## src/rtl/pwm_dt_pkg.sv

```systemverilog
// Shared types and defaults for the complementary PWM dead-time output stage.
package pwm_dt_pkg;

  localparam int DT_W_DEF     = 8;
  localparam int FLT_FILT_DEF = 4;

  typedef enum logic [2:0] {
    ST_OFF   = 3'd0,
    ST_DT_HI = 3'd1,
    ST_HI    = 3'd2,
    ST_DT_LO = 3'd3,
    ST_LO    = 3'd4,
    ST_FAULT = 3'd5
  } pwm_st_e;

  // Drive decode per state: {hs, ls, dt_active}.
  function automatic logic [2:0] drv_decode(input pwm_st_e st);
    logic [2:0] d;
    d = 3'b000;
    case (st)
      ST_HI:    d = 3'b100;
      ST_LO:    d = 3'b010;
      ST_DT_HI: d = 3'b001;
      ST_DT_LO: d = 3'b001;
      default:  d = 3'b000;
    endcase
    return d;
  endfunction

endpackage

```

## src/rtl/pwm_fault_filter.sv

```systemverilog
// Pad fault conditioning: 2-flop synchronizer followed by a saturating
// consecutive-high counter; a fault is declared once the count saturates.
module pwm_fault_filter #(
  parameter int FLT_FILT = 4
) (
  input  logic clk_i,
  input  logic rst_ni,
  input  logic fault_i,
  output logic flt_det_o,
  output logic flt_sync_o
);

  localparam int CW = $clog2(FLT_FILT + 1);
  localparam logic [CW-1:0] FLT_MAX = CW'(FLT_FILT);

  logic [1:0]    r_sync;
  logic [CW-1:0] r_cnt;

  always_ff @(posedge clk_i or negedge rst_ni) begin
    if (!rst_ni) begin
      r_sync <= 2'b00;
      r_cnt  <= '0;
    end else begin
      r_sync <= {r_sync[0], fault_i};
      if (!r_sync[1])
        r_cnt <= '0;
      else if (r_cnt != FLT_MAX)
        r_cnt <= r_cnt + CW'(1);
    end
  end

  assign flt_sync_o = r_sync[1];
  assign flt_det_o  = (r_cnt == FLT_MAX);

endmodule

```

## src/rtl/pwm_deadtime_gen.sv

```systemverilog
// Complementary high/low-side driver with break-before-make dead time and a
// filtered sticky fault that forces both drives off.
module pwm_deadtime_gen
  import pwm_dt_pkg::*;
#(
  parameter int DT_W     = DT_W_DEF,
  parameter int FLT_FILT = FLT_FILT_DEF
) (
  input  logic            clk_i,
  input  logic            rst_ni,
  input  logic            en_i,
  input  logic            pwm_i,
  input  logic [DT_W-1:0] dt_rise_i,
  input  logic [DT_W-1:0] dt_fall_i,
  input  logic            fault_i,
  input  logic            fault_clr_i,
  output logic            hs_o,
  output logic            ls_o,
  output logic            dt_active_o,
  output logic            fault_o,
  output logic            fault_irq_o
);

  pwm_st_e         r_state, w_next;
  logic [DT_W-1:0] r_cnt, w_cnt_nxt;
  logic            w_flt_det, w_flt_sync;
  logic [2:0]      w_drv;
  logic            r_hs, r_ls, r_dta, r_flt, r_irq;

  pwm_fault_filter #(.FLT_FILT(FLT_FILT)) u_filt (
    .clk_i      (clk_i),
    .rst_ni     (rst_ni),
    .fault_i    (fault_i),
    .flt_det_o  (w_flt_det),
    .flt_sync_o (w_flt_sync)
  );

  always_comb begin
    w_next    = r_state;
    w_cnt_nxt = r_cnt;
    if (r_state == ST_FAULT) begin
      // A clear coinciding with a still-declared fault is ignored.
      if (fault_clr_i && !w_flt_sync && !w_flt_det)
        w_next = ST_OFF;
    end else if (w_flt_det) begin
      w_next = ST_FAULT;
    end else if (!en_i) begin
      w_next = ST_OFF;
    end else begin
      case (r_state)
        ST_OFF: begin
          if (pwm_i) begin
            w_next    = ST_DT_HI;
            w_cnt_nxt = dt_rise_i;
          end else begin
            w_next    = ST_DT_LO;
            w_cnt_nxt = dt_fall_i;
          end
        end
        ST_DT_HI: begin
          if (!pwm_i) begin
            w_next    = ST_DT_LO;
            w_cnt_nxt = dt_fall_i;
          end else if (r_cnt == '0) begin
            w_next = ST_HI;
          end else begin
            w_cnt_nxt = r_cnt - DT_W'(1);
          end
        end
        ST_HI: begin
          if (!pwm_i) begin
            w_next    = ST_DT_LO;
            w_cnt_nxt = dt_fall_i;
          end
        end
        ST_DT_LO: begin
          if (pwm_i) begin
            w_next    = ST_DT_HI;
            w_cnt_nxt = dt_rise_i;
          end else if (r_cnt == '0) begin
            w_next = ST_LO;
          end else begin
            w_cnt_nxt = r_cnt - DT_W'(1);
          end
        end
        ST_LO: begin
          if (pwm_i) begin
            w_next    = ST_DT_HI;
            w_cnt_nxt = dt_rise_i;
          end
        end
        default: w_next = ST_OFF;
      endcase
    end
  end

  assign w_drv = drv_decode(w_next);

  // Outputs are decoded from the next state so they move with the state.
  always_ff @(posedge clk_i or negedge rst_ni) begin
    if (!rst_ni) begin
      r_state <= ST_OFF;
      r_cnt   <= '0;
      r_hs    <= 1'b0;
      r_ls    <= 1'b0;
      r_dta   <= 1'b0;
      r_flt   <= 1'b0;
      r_irq   <= 1'b0;
    end else begin
      r_state <= w_next;
      r_cnt   <= w_cnt_nxt;
      r_hs    <= w_drv[2];
      r_ls    <= w_drv[1];
      r_dta   <= w_drv[0];
      r_flt   <= (w_next == ST_FAULT);
      r_irq   <= (w_next == ST_FAULT) && (r_state != ST_FAULT);
    end
  end

  assign hs_o        = r_hs;
  assign ls_o        = r_ls;
  assign dt_active_o = r_dta;
  assign fault_o     = r_flt;
  assign fault_irq_o = r_irq;

endmodule

```

## config.mk

```make
export PLATFORM = sky130hd
export DESIGN_NAME = pwm_deadtime_gen
export DESIGN_NICKNAME = d
export VERILOG_FILES = /design/src/rtl/pwm_dt_pkg.sv /design/src/rtl/pwm_fault_filter.sv /design/src/rtl/pwm_deadtime_gen.sv
export SDC_FILE = /design/constraint.sdc
export NUM_CORES = 1
export LEC_CHECK = 0
export ABC_AREA = 1
export CORE_UTILIZATION = 39
export DETAILED_ROUTE_END_ITERATION = 6
export PLACE_DENSITY = 0.69
export RECOVER_POWER = 100
export SKIP_LAST_GASP = 1
export SLEW_MARGIN = 15
export SYNTH_ARGS = -nofsm -noshare
export SYNTH_HDL_FRONTEND = slang
export SYNTH_HIERARCHICAL = 1
export SYNTH_SLANG_ARGS = --single-unit
```

## constraint.sdc

```tcl
create_clock -name clk_i -period 1.5 [get_ports clk_i]
set_input_delay 0.3 -clock clk_i [delete_from_list [all_inputs] [get_ports clk_i]]
set_output_delay 0.3 -clock clk_i [all_outputs]
set_load 0.01 [all_outputs]
```

==> qor.txt, run 1 <==
Final setup viols: 11
Routed WL: 5060 um
cell with the most instances after synthesis: nand2_1
DR DRC count: 0
final net count: 377
Finished Core Util: 64.1%
global-route wire length before repair: 8130 um
reg2reg end: fault_irq_o
Leak: 0.00136 uW
Crit Path Class: register to register
Worst-path clk slew: 0.08 ns
Mapped Nets: 301
WP data required: 1.70 ns
Antenna Violating Nets Remaining: 0
DRT Pass-1 Iters: 4
WHS Endpoint: u_filt/r_sync[1]
RSZ-0062 raised after global routing: true
Core ar.: 0.00409 mm2
Worst Path Arrival: 1.74 ns
Final Hold Viols: 0
dominant synthesized flop cell: dfrtp_1
io pins: 27
Syn. warnings: 6
Starting Density: 41.6%
HPWL Detailed: 3720 um
Pwr Density: 1590 mW/mm2
initial antenna violation count: 0
commonest cells in the netlist: nand2_1 (85), inv_1 (43), nor2_1 (38)
R2R depth: 12
via count: 2014
RR Startpoint: r_state[0]
worst skew pair latency: 0.26 ns
vias in the first global route: 1936
hold depth: 0
relative slew slack: 63.7%
peak supply drop: 0.847 mV
#FFs+latches synth: 21
CTS Buf Count: 3
Worst setup EP type: register
Die X: 68.0 um
Cell Rows: 23
period utilisation layout: 102%
top post-synthesis cells by area: dfrtp_1 (31%), nand2_1 (19%), inv_1 (9.5%)
crit path max fanout: 5
Setup WS post-layout: -0.0359 ns
Min-Delay Path Class: register to register
CTS H-tree lvls: 1
Layout area overhead: 54.3%
gpl congestion: 0.833
Syn Area/Cell: 6.18 um2
GRT Resource Usage Total: 23.4%
Post-synth EDFFs: 0
Avg Vias per Cell: 5.04
initial drt markers: 120
post-synthesis instance area: 0.00170 mm2
post-synthesis sequential area ratio: 30.9%
top-area cell type share of the netlist area: 30.9%
antenna fix cells: 0
CTS tree: yes
Worst setup SP type: register
failing checks: setup timing
Synth Instances: 275
status: finished with violations
Overall Power: 4160 uW
hold_sp: u_filt/r_sync[0]
grt ovf: 0
# fillers: 382
wire per inst: 12.6 um
Least-Margin Pin Slew: 0.544 ns
DIE AREA: 0.00462 mm2
layout cells sized above 1: 30.9%
Die H: 68.0 um
cell taking the most area after synthesis: dfrtp_1
min cycle time layout: 1.54 ns
Max Fclk: 0.651 GHz
clock root cell: clkbuf_8
worst slack, placed: -0.345 ns
Final Max Slew Viols: 0
largest net degree at the start of global routing: 22
# port buffers: 26
clk sink count: 21
Cell variety after synth: 24
reg-to-reg setup timing slack: -0.04 ns
Max Buffers Root-to-Sink: 2
FFs w/ async S/R, synth: 100%
hold_buf cts: 0
final setup skew: 0.00183 ns
max-cap viol count: 0
## placed cells by master, fill, tap and decap left out, types with 2 or more instances in the layout
master,Yosys,final
nor2_2,2,8
nand3_4,0,3
nand2_4,0,4
ha_4,0,2
dfrtp_1,21,19
nand4_1,11,11
nor2_4,0,2
o211ai_1,7,7
inv_1,43,35
nor2_1,38,30
clkbuf_8,0,3
clkdlybuf4s50_1,0,23
o21ai_1,1,3
nand2_1,85,70
buf_4,2,42
dlygate4sd3_1,0,2
a21oi_1,4,4
nand2_2,4,15
dfrtp_2,0,2
o21ai_0,7,5
buf_6,0,4
inv_2,3,10
a31oi_1,6,4
nand3_1,25,25
## power breakdown
part,switching [uW],leakage [uW],internal [uW]
Sequential,140,0.000264,750
Clock,193,0.0000217,187
Combinational,1610,0.00108,1280
## per-layer routing
| metal | track usage [%] | vias to the layer above | routed length, um |
|---|---|---|---|
| met5 | 0 | - | 0 |
| met4 | 3.65 | 0 | 36 |
| met3 | 4.17 | 4 | 250 |
| met2 | 44.5 | 45 | 2660 |
| met1 | 27.3 | 938 | 2110 |
| li1 | - | 1027 | - |
## state kept, by name, summed over array words and instances, names as in the netlist
signal	count
r_cnt	8
dt_active_o	1
r_state	3
u_filt/r_sync	2
u_filt/r_cnt	3
fault_irq_o	1
hs_o	1
ls_o	1
fault_o	1
## metrics by stage
stage | cell area, um2 | instances | hold slack, ns | setup TNS (ns)
2_1_floorplan | 1710 | 275 | 0.00441 | 0
3_3_place_gp | 2310 | 387 | 0.334 | -3.63
3_5_place_dp | 2310 | 387 | 0.336 | -4.13
4_1_cts | 2480 | 394 | 0.355 | -0.286
5_1_grt | 2620 | 400 | 0.376 | -1.25
6_report | 2620 | 400 | 0.353 | -0.151
## repair_timing
action / CTS / global route
gates cloned: 1 / 0
setup buffers: 2 / 6
gates resized for setup: 32 / 26
endpoints found under the setup margin: 13 / 16
pin swaps: 11 / 14
## worst max-delay path: stages, from the launching register on
cell and delay [ns]:
dfrtp_2 0.44, nor2_2 0.17, nand2_2 0.11, inv_2 0.11
nand2_4 0.08, buf_4 0.14, nand2_1 0.06, nand2_1 0.06
nand2_2 0.07, nand2_2 0.06, inv_2 0.06, nand2_2 0.05
nor2_2 0.07
## worst max path at each step
stage	startpoint	endpoint	cells past startpoint
2_1_floorplan	r_state[2]	r_cnt[7]	10
4_1_cts	u_filt/r_cnt[0]	r_cnt[2]	11
5_1_grt	r_state[0]	fault_irq_o	12
3_3_place_gp	pwm_i	r_cnt[2]	10
3_5_place_dp	pwm_i	r_cnt[2]	10
6_report	r_state[0]	fault_irq_o	12
## cell type report
type | instances | area (um2) | area share (%)
clock buffer | 3 | 41.3 | 1.58
inverter | 46 | 175 | 6.68
timing repair buffer | 76 | 656 | 25.0
sequential | 21 | 528 | 20.1
clock inverter | 1 | 7.51 | 0.286
tap | 50 | 62.6 | 2.39
multi-input combinational | 203 | 1150 | 43.9
## cells by family after synthesis
kind of cell | count (synthesis) | share of synthesized area, %
fa+ha+maj | 4 | 2.95
simple gates | 170 | 43.8
xor+xnor | 1 | 0.516
buf+inv | 52 | 12.0
flops | 21 | 30.9
compound gates | 27 | 9.79
Power figures use the tool's default switching activity.
==> run 2: changes to the inputs <==
--- a/config.mk
+++ b/config.mk
@@ -5,10 +5,9 @@
 export SDC_FILE = /design/constraint.sdc
 export NUM_CORES = 1
 export LEC_CHECK = 0
-export ABC_AREA = 1
-export CORE_UTILIZATION = 39
+export CORE_UTILIZATION = 47
 export DETAILED_ROUTE_END_ITERATION = 6
-export PLACE_DENSITY = 0.69
+export PLACE_DENSITY = 0.8
 export RECOVER_POWER = 100
 export SKIP_LAST_GASP = 1
 export SLEW_MARGIN = 15
==> qor.txt, run 2 <==
largest net degree at the start of global routing: 22
Syn. warnings: 6
vias in the first global route: 1844
DR DRC count: 0
#FFs+latches synth: 21
biggest regs: r_cnt x8, r_state x3, u_filt/r_cnt x3
Antenna Violating Nets Remaining: 0
Pint: 1860 uW
largest reg by FF count: r_cnt
Worst setup EP type: register
CTS Buf Count: 3
Max Fclk: 0.553 GHz
via count: 1824
cell taking the most area after synthesis: dfrtp_1
Core ar.: 0.00334 mm2
GRT Resource Usage Total: 30.5%
Final Max Slew Viols: 0
Starting Density: 49.3%
post-synthesis instance area: 0.00164 mm2
final net count: 297
period utilisation layout: 121%
Syn Area/Cell: 8.47 um2
FFs w/ async S/R, synth: 100%
clock root cell: clkbuf_4
top post-synthesis cells by area: dfrtp_1 (32%), nand2b_1 (6.1%), o21ai_0 (5.5%)
max-cap viol count: 0
WP data required: 1.73 ns
CTS tree: yes
final setup skew: 0.0117 ns
post-synthesis sequential area ratio: 32.0%
peak supply drop: 0.687 mV
Leak: 0.00109 uW
met1 usage: 33.7%
commonest non-fill, non-tap cell in the layout: buf_4
min cycle time layout: 1.81 ns
Min-Delay Path Class: register to register
Least-Margin Pin Slew: 0.595 ns
antenna fix cells: 0
gpl congestion: 0.884
# fillers: 266
setup TNS: -3.34 ns
register area: 528 um2
Synth Instances: 194
DRT Pass-1 Iters: 4
commonest cells after routing, fill and taps aside: buf_4 (53), dfrtp_1 (19), clkdlybuf4s50_1 (18), nand3_1 (14), nand2_1 (13)
Worst Path Arrival: 2.04 ns
relative slew slack: 60.3%
worst slack, placed: -0.648 ns
fin cells: 316
Layout area overhead: 50.2%
Worst setup SP type: register
grt ovf: 0
HPWL Detailed: 3680 um
max reg flops: 8
Final setup viols: 15
Cell Rows: 21
Sequential Power Share: 27.5%
crit path max fanout: 4
# port buffers: 26
Crit Path Class: register to register
CTS H-tree lvls: 1
Avg Vias per Cell: 5.77
Logic pwr share: 63.0%
Pwr Density: 1280 mW/mm2
global-route wire length before repair: 8230 um
Worst-path clk slew: 0.14 ns
Max Buffers Root-to-Sink: 2
Psw: 1290 uW
Cell variety after synth: 48
DIE AREA: 0.00374 mm2
cell with the most instances after synthesis: dfrtp_1
status: finished with violations
failing checks: setup timing
Overall Power: 3150 uW
Sw Share: 41.1%
M2 GR Usage: 55.7%
Die H: 61.1 um
dominant synthesized flop cell: dfrtp_1
initial antenna violation count: 0
Routed WL: 5120 um
Setup WS post-layout: -0.308 ns
wire per inst: 16.2 um
met3 Use GR: 6.51%
Die X: 61.1 um
cell count after placement: 306
commonest cells in the netlist: dfrtp_1 (21), o21ai_0 (18), nand2b_1 (16)
top-area cell type share of the netlist area: 32.0%
worst skew pair latency: 0.33 ns
multi-input combinational cell area: 0.00109 mm2
Post-synth EDFFs: 0
clk sink count: 21
layout cells sized above 1: 35.6%
io pins: 27
Mapped Nets: 220
initial drt markers: 172
Final Hold Viols: 0
clock power share: 9.5%
RSZ-0062 raised after global routing: true
Top Usage Layer GRT: met2
run 2: cell types whose count changed after synthesis, moves of 7 or more:
cell      change
inv_1        -32
nand2b_1     +16
o22a_1        +7
o21ai_0      +11
o22ai_1       +7
nand2_1      -71
buf_2         +7
nor2_1       -32
nand3_1      -11
nand4_1       -8
run 2: area by class of cell:
class | count | area share, %
multi-input cells | 148 | 44.2
well taps | 46 | 2.33
flip-flops and latches | 21 | 21.4
clock buffers | 3 | 0.912
inverters | 11 | 1.67
repair buffers | 86 | 29.3
clock inverters | 1 | 0.203
run 2: final timing paths:
kind / from / to / slack, ns / depth (start not counted)
worst min-delay path: u_filt/r_sync[0] / u_filt/r_sync[1] / 0.37 / 0
worst max-delay path: r_cnt[0] / r_cnt[5] / -0.31 / 8
worst min register to register: u_filt/r_sync[0] / u_filt/r_sync[1] / 0.37 / 0
worst max register to register: r_cnt[0] / r_cnt[5] / -0.31 / 8
max in group asynchronous: rst_ni / r_state[2] / 0.59 / 2
min in group asynchronous: rst_ni / r_cnt[0] / 0.48 / 2
run 2: power groups by stage:
stage	Sequential [uW]	Clock [uW]	Combinational, uW
floorplan	869	0	974
CTS	865	308	1890
global route	883	327	2150
detailed placement	871	0	1790
finish	866	300	1980
global placement	864	0	1730
run 2: repair_timing:
item	CTS	global route
hold buffers	0	0
resized for setup	21	9
endpoints found under the setup margin	20	15
pin swaps	5	9
buffers inserted	3	3
run 2: kinds of logic after synthesis:
kind of cell,Yosys count,synth area share (%)
compound gates,68,30.1
simple gates,71,25.1
flops,21,32.0
buf+inv,25,6.92
mux,2,1.22
fa+ha+maj,5,3.65
xor+xnor,2,1.07
run 2: stage by stage:
step	cell area (um2)	util, %	hold slack, ns
2_1_floorplan	1680	-	0.00441
3_3_place_gp	2330	69.7	0.332
3_5_place_dp	2330	69.7	0.342
4_1_cts	2430	72.8	0.313
5_1_grt	2470	74.0	0.380
6_report	2470	74.0	0.374
run 2: layer usage:
| layer | vias to the layer above | routed length [um] |
|---|---|---|
| li1 | 874 | - |
| met1 | 869 | 2030 |
| met2 | 66 | 2680 |
| met3 | 15 | 281 |
| met4 | 0 | 131 |
| met5 | - | 0 |
run 2: critical path, stage by stage (launching register included):
cell      delay, ns
dfrtp_1        0.41
inv_2          0.09
ha_4           0.13
nor3b_4        0.31
buf_4          0.20
inv_1          0.04
o211ai_1       0.18
o21ai_1        0.12
a32o_1         0.22
==> run 3: changes to the inputs <==
--- a/config.mk
+++ b/config.mk
@@ -13,5 +13,4 @@
 export SLEW_MARGIN = 15
 export SYNTH_ARGS = -nofsm -noshare
 export SYNTH_HDL_FRONTEND = slang
-export SYNTH_HIERARCHICAL = 1
 export SYNTH_SLANG_ARGS = --single-unit
==> qor.txt, run 3 <==
relative slew slack: 65.0%
Starting Density: 50.8%
cell with the most instances after synthesis: dfrtp_1
Cell variety after synth: 48
Syn Area/Cell: 8.31 um2
Final setup viols: 14
Worst Path Arrival: 2.07 ns
peak supply drop: 0.728 mV
post-synthesis sequential area ratio: 33.1%
hold_buf cts: 0
dominant synthesized flop cell: dfrtp_1
GRT Resource Usage Total: 38.2%
global-route wire length before repair: 9970 um
Max Fclk: 0.546 GHz
largest reg by FF count: r_cnt
commonest non-fill, non-tap cell in the layout: buf_4
slowest stage delay, CP: 0.49 ns
status: finished with violations
crit-path cells: buf_4 > inv_4 > nand2_1 > a21oi_1 > o31ai_4 > a22o_1
Crit Path Class: register to register
CTS Buf Count: 3
setup TNS: -2.98 ns
WP data required: 1.74 ns
via count: 2167
initial antenna violation count: 0
Mapped Nets: 216
Min-Delay Path Class: input pin to asynchronous set/reset pin
Worst setup SP type: register
Max Buffers Root-to-Sink: 2
placed cell area: 0.00220 mm2
max-cap viol count: 0
post-synthesis instance area: 0.00159 mm2
Antenna Violating Nets Remaining: 0
layout cells sized above 1: 41.0%
HPWL Detailed: 3450 um
antenna fix cells: 0
top post-synthesis cells by area: dfrtp_1 (33%), nand3_1 (6.3%), nand2_1 (4.7%)
DIE AREA: 0.00361 mm2
Final Max Slew Viols: 0
final net count: 299
critical path's slowest cell: dfrtp_2
Final Hold Viols: 0
#FFs+latches synth: 21
worst skew pair latency: 0.34 ns
initial drt markers: 211
commonest cells after routing, fill and taps aside: buf_4 (52), dfrtp_1 (19), nand3_1 (18), clkdlybuf4s50_1 (18), nand2_1 (16)
Worst-path clk slew: 0.15 ns
largest net degree at the start of global routing: 19
io pins: 27
design area: 0.00262 mm2
Post-synth EDFFs: 0
FFs w/ async S/R, synth: 100%
biggest regs: r_cnt x8, r_state x3, u_filt.r_cnt x3
Syn. warnings: 0
DRT Pass-1 Iters: 5
vias in the first global route: 2036
Leak: 0.00114 uW
Synth Instances: 191
Core ar.: 0.00313 mm2
Least-Margin Pin Slew: 0.525 ns
commonest cells in the netlist: dfrtp_1 (21), nand2_1 (20), nand3_1 (20)
DR DRC count: 0
Pwr Density: 1260 mW/mm2
min cycle time layout: 1.83 ns
gpl congestion: 0.945
max reg flops: 8
clock root cell: clkbuf_4
Die X: 60.1 um
grt ovf: 0
crit path max fanout: 6
Cell Rows: 20
period utilisation layout: 122%
wire per inst: 22.8 um
top-area cell type share of the netlist area: 33.1%
Setup WS post-layout: -0.331 ns
cell taking the most area after synthesis: dfrtp_1
Die H: 60.1 um
# port buffers: 26
final setup skew: 0.0174 ns
Worst setup EP type: register
failing checks: setup timing
Avg Vias per Cell: 6.84
RSZ-0062 raised after global routing: true
CTS tree: yes
Routed WL: 7220 um
clk sink count: 21
CTS H-tree lvls: 1
Layout area overhead: 65.2%
-- run 3: cell count changes after synthesis, sizes merged, moves of 2 or more --
cell,previous run,this run
nand3,14,20
o21ai,24,19
buf,10,7
a31oi,4,1
nand2,14,22
nand2b,17,12
o2111ai,0,2
a22o,3,1
nand4,3,0
-- run 3: stage by stage --
| stage | instances | utilization, % | total power, uW | setup WS, ns | hold slack (ns) |
|---|---|---|---|---|---|
| floorplan | 191 | - | 1660 | -0.117 | 0.00441 |
| global placement | 292 | 70.5 | 2260 | -0.405 | 0.334 |
| detailed placement | 292 | 70.5 | 2310 | -0.475 | 0.352 |
| CTS | 312 | 81.4 | 2940 | -0.184 | 0.172 |
| global route | 317 | 83.8 | 3420 | -0.371 | 0.207 |
| finish | 317 | 83.8 | 3310 | -0.331 | 0.197 |
-- run 3: per-layer routing --
layer | up-vias | wire length [um] | global-route usage [%]
met3 | 85 | 844 | 9.31
li1 | 866 | - | -
met4 | 0 | 573 | 24.6
met5 | - | 0 | 0
met1 | 1002 | 2430 | 44.1
met2 | 214 | 3370 | 62.6
-- run 3: logic make-up after synthesis --
logic type                 synth area share [%]
AOI/OAI and AO/OA                          28.6
xor gates and xnor gates                   1.58
adders and majority gates                  2.36
buffers and inverters                      6.93
DFF                                        33.1
muxes                                      1.26
and+or+nand+nor                            26.2
-- run 3: report_power, final --
part	internal [uW]	leakage [uW]	switching (uW)	total, uW
Sequential	701	0.000262	143	844
Clock	102	0.0000139	219	321
Combinational	1050	0.000866	1100	2150
-- run 3: path summary, 6_finish.rpt --
kind / start / endpoint / slack (ns) / depth (start not counted)
setup / recovery: r_state[1] / r_cnt[1] / -0.33 / 6
hold / removal: rst_ni / hs_o / 0.20 / 1
min in group clk_i: u_filt.r_sync[0] / u_filt.r_sync[1] / 0.39 / 0
setup reg to reg: r_state[1] / r_cnt[1] / -0.33 / 6
max in group asynchronous: rst_ni / r_state[2] / 0.59 / 2
hold reg to reg: u_filt.r_sync[0] / u_filt.r_sync[1] / 0.39 / 0
-- run 3: repair_timing --
action	4_1_cts	5_1_grt
endpoints found under the setup margin	15	18
pin swaps	11	1
gates resized for setup	42	16
setup buffers	14	5
gates cloned	2	0
-- run 3: cell type report --
cell class | instances | area [um2]
Multi-Input combinational cell | 147 | 1170
Timing Repair Buffer | 89 | 790
Sequential cell | 21 | 528
Fill cell | 166 | 505
Tap cell | 44 | 55.1
Inverter | 12 | 47.5
Clock buffer | 3 | 22.5
Clock inverter | 1 | 7.51
-- run 3: critical path, delay by kind of cell, from the launching register on --
| kind | cells | cell delay, ns |
|---|---|---|
| compound gates | 3 | 0.88 |
| buf+inv | 2 | 0.29 |
| flops | 1 | 0.49 |
| simple gates | 1 | 0.06 |
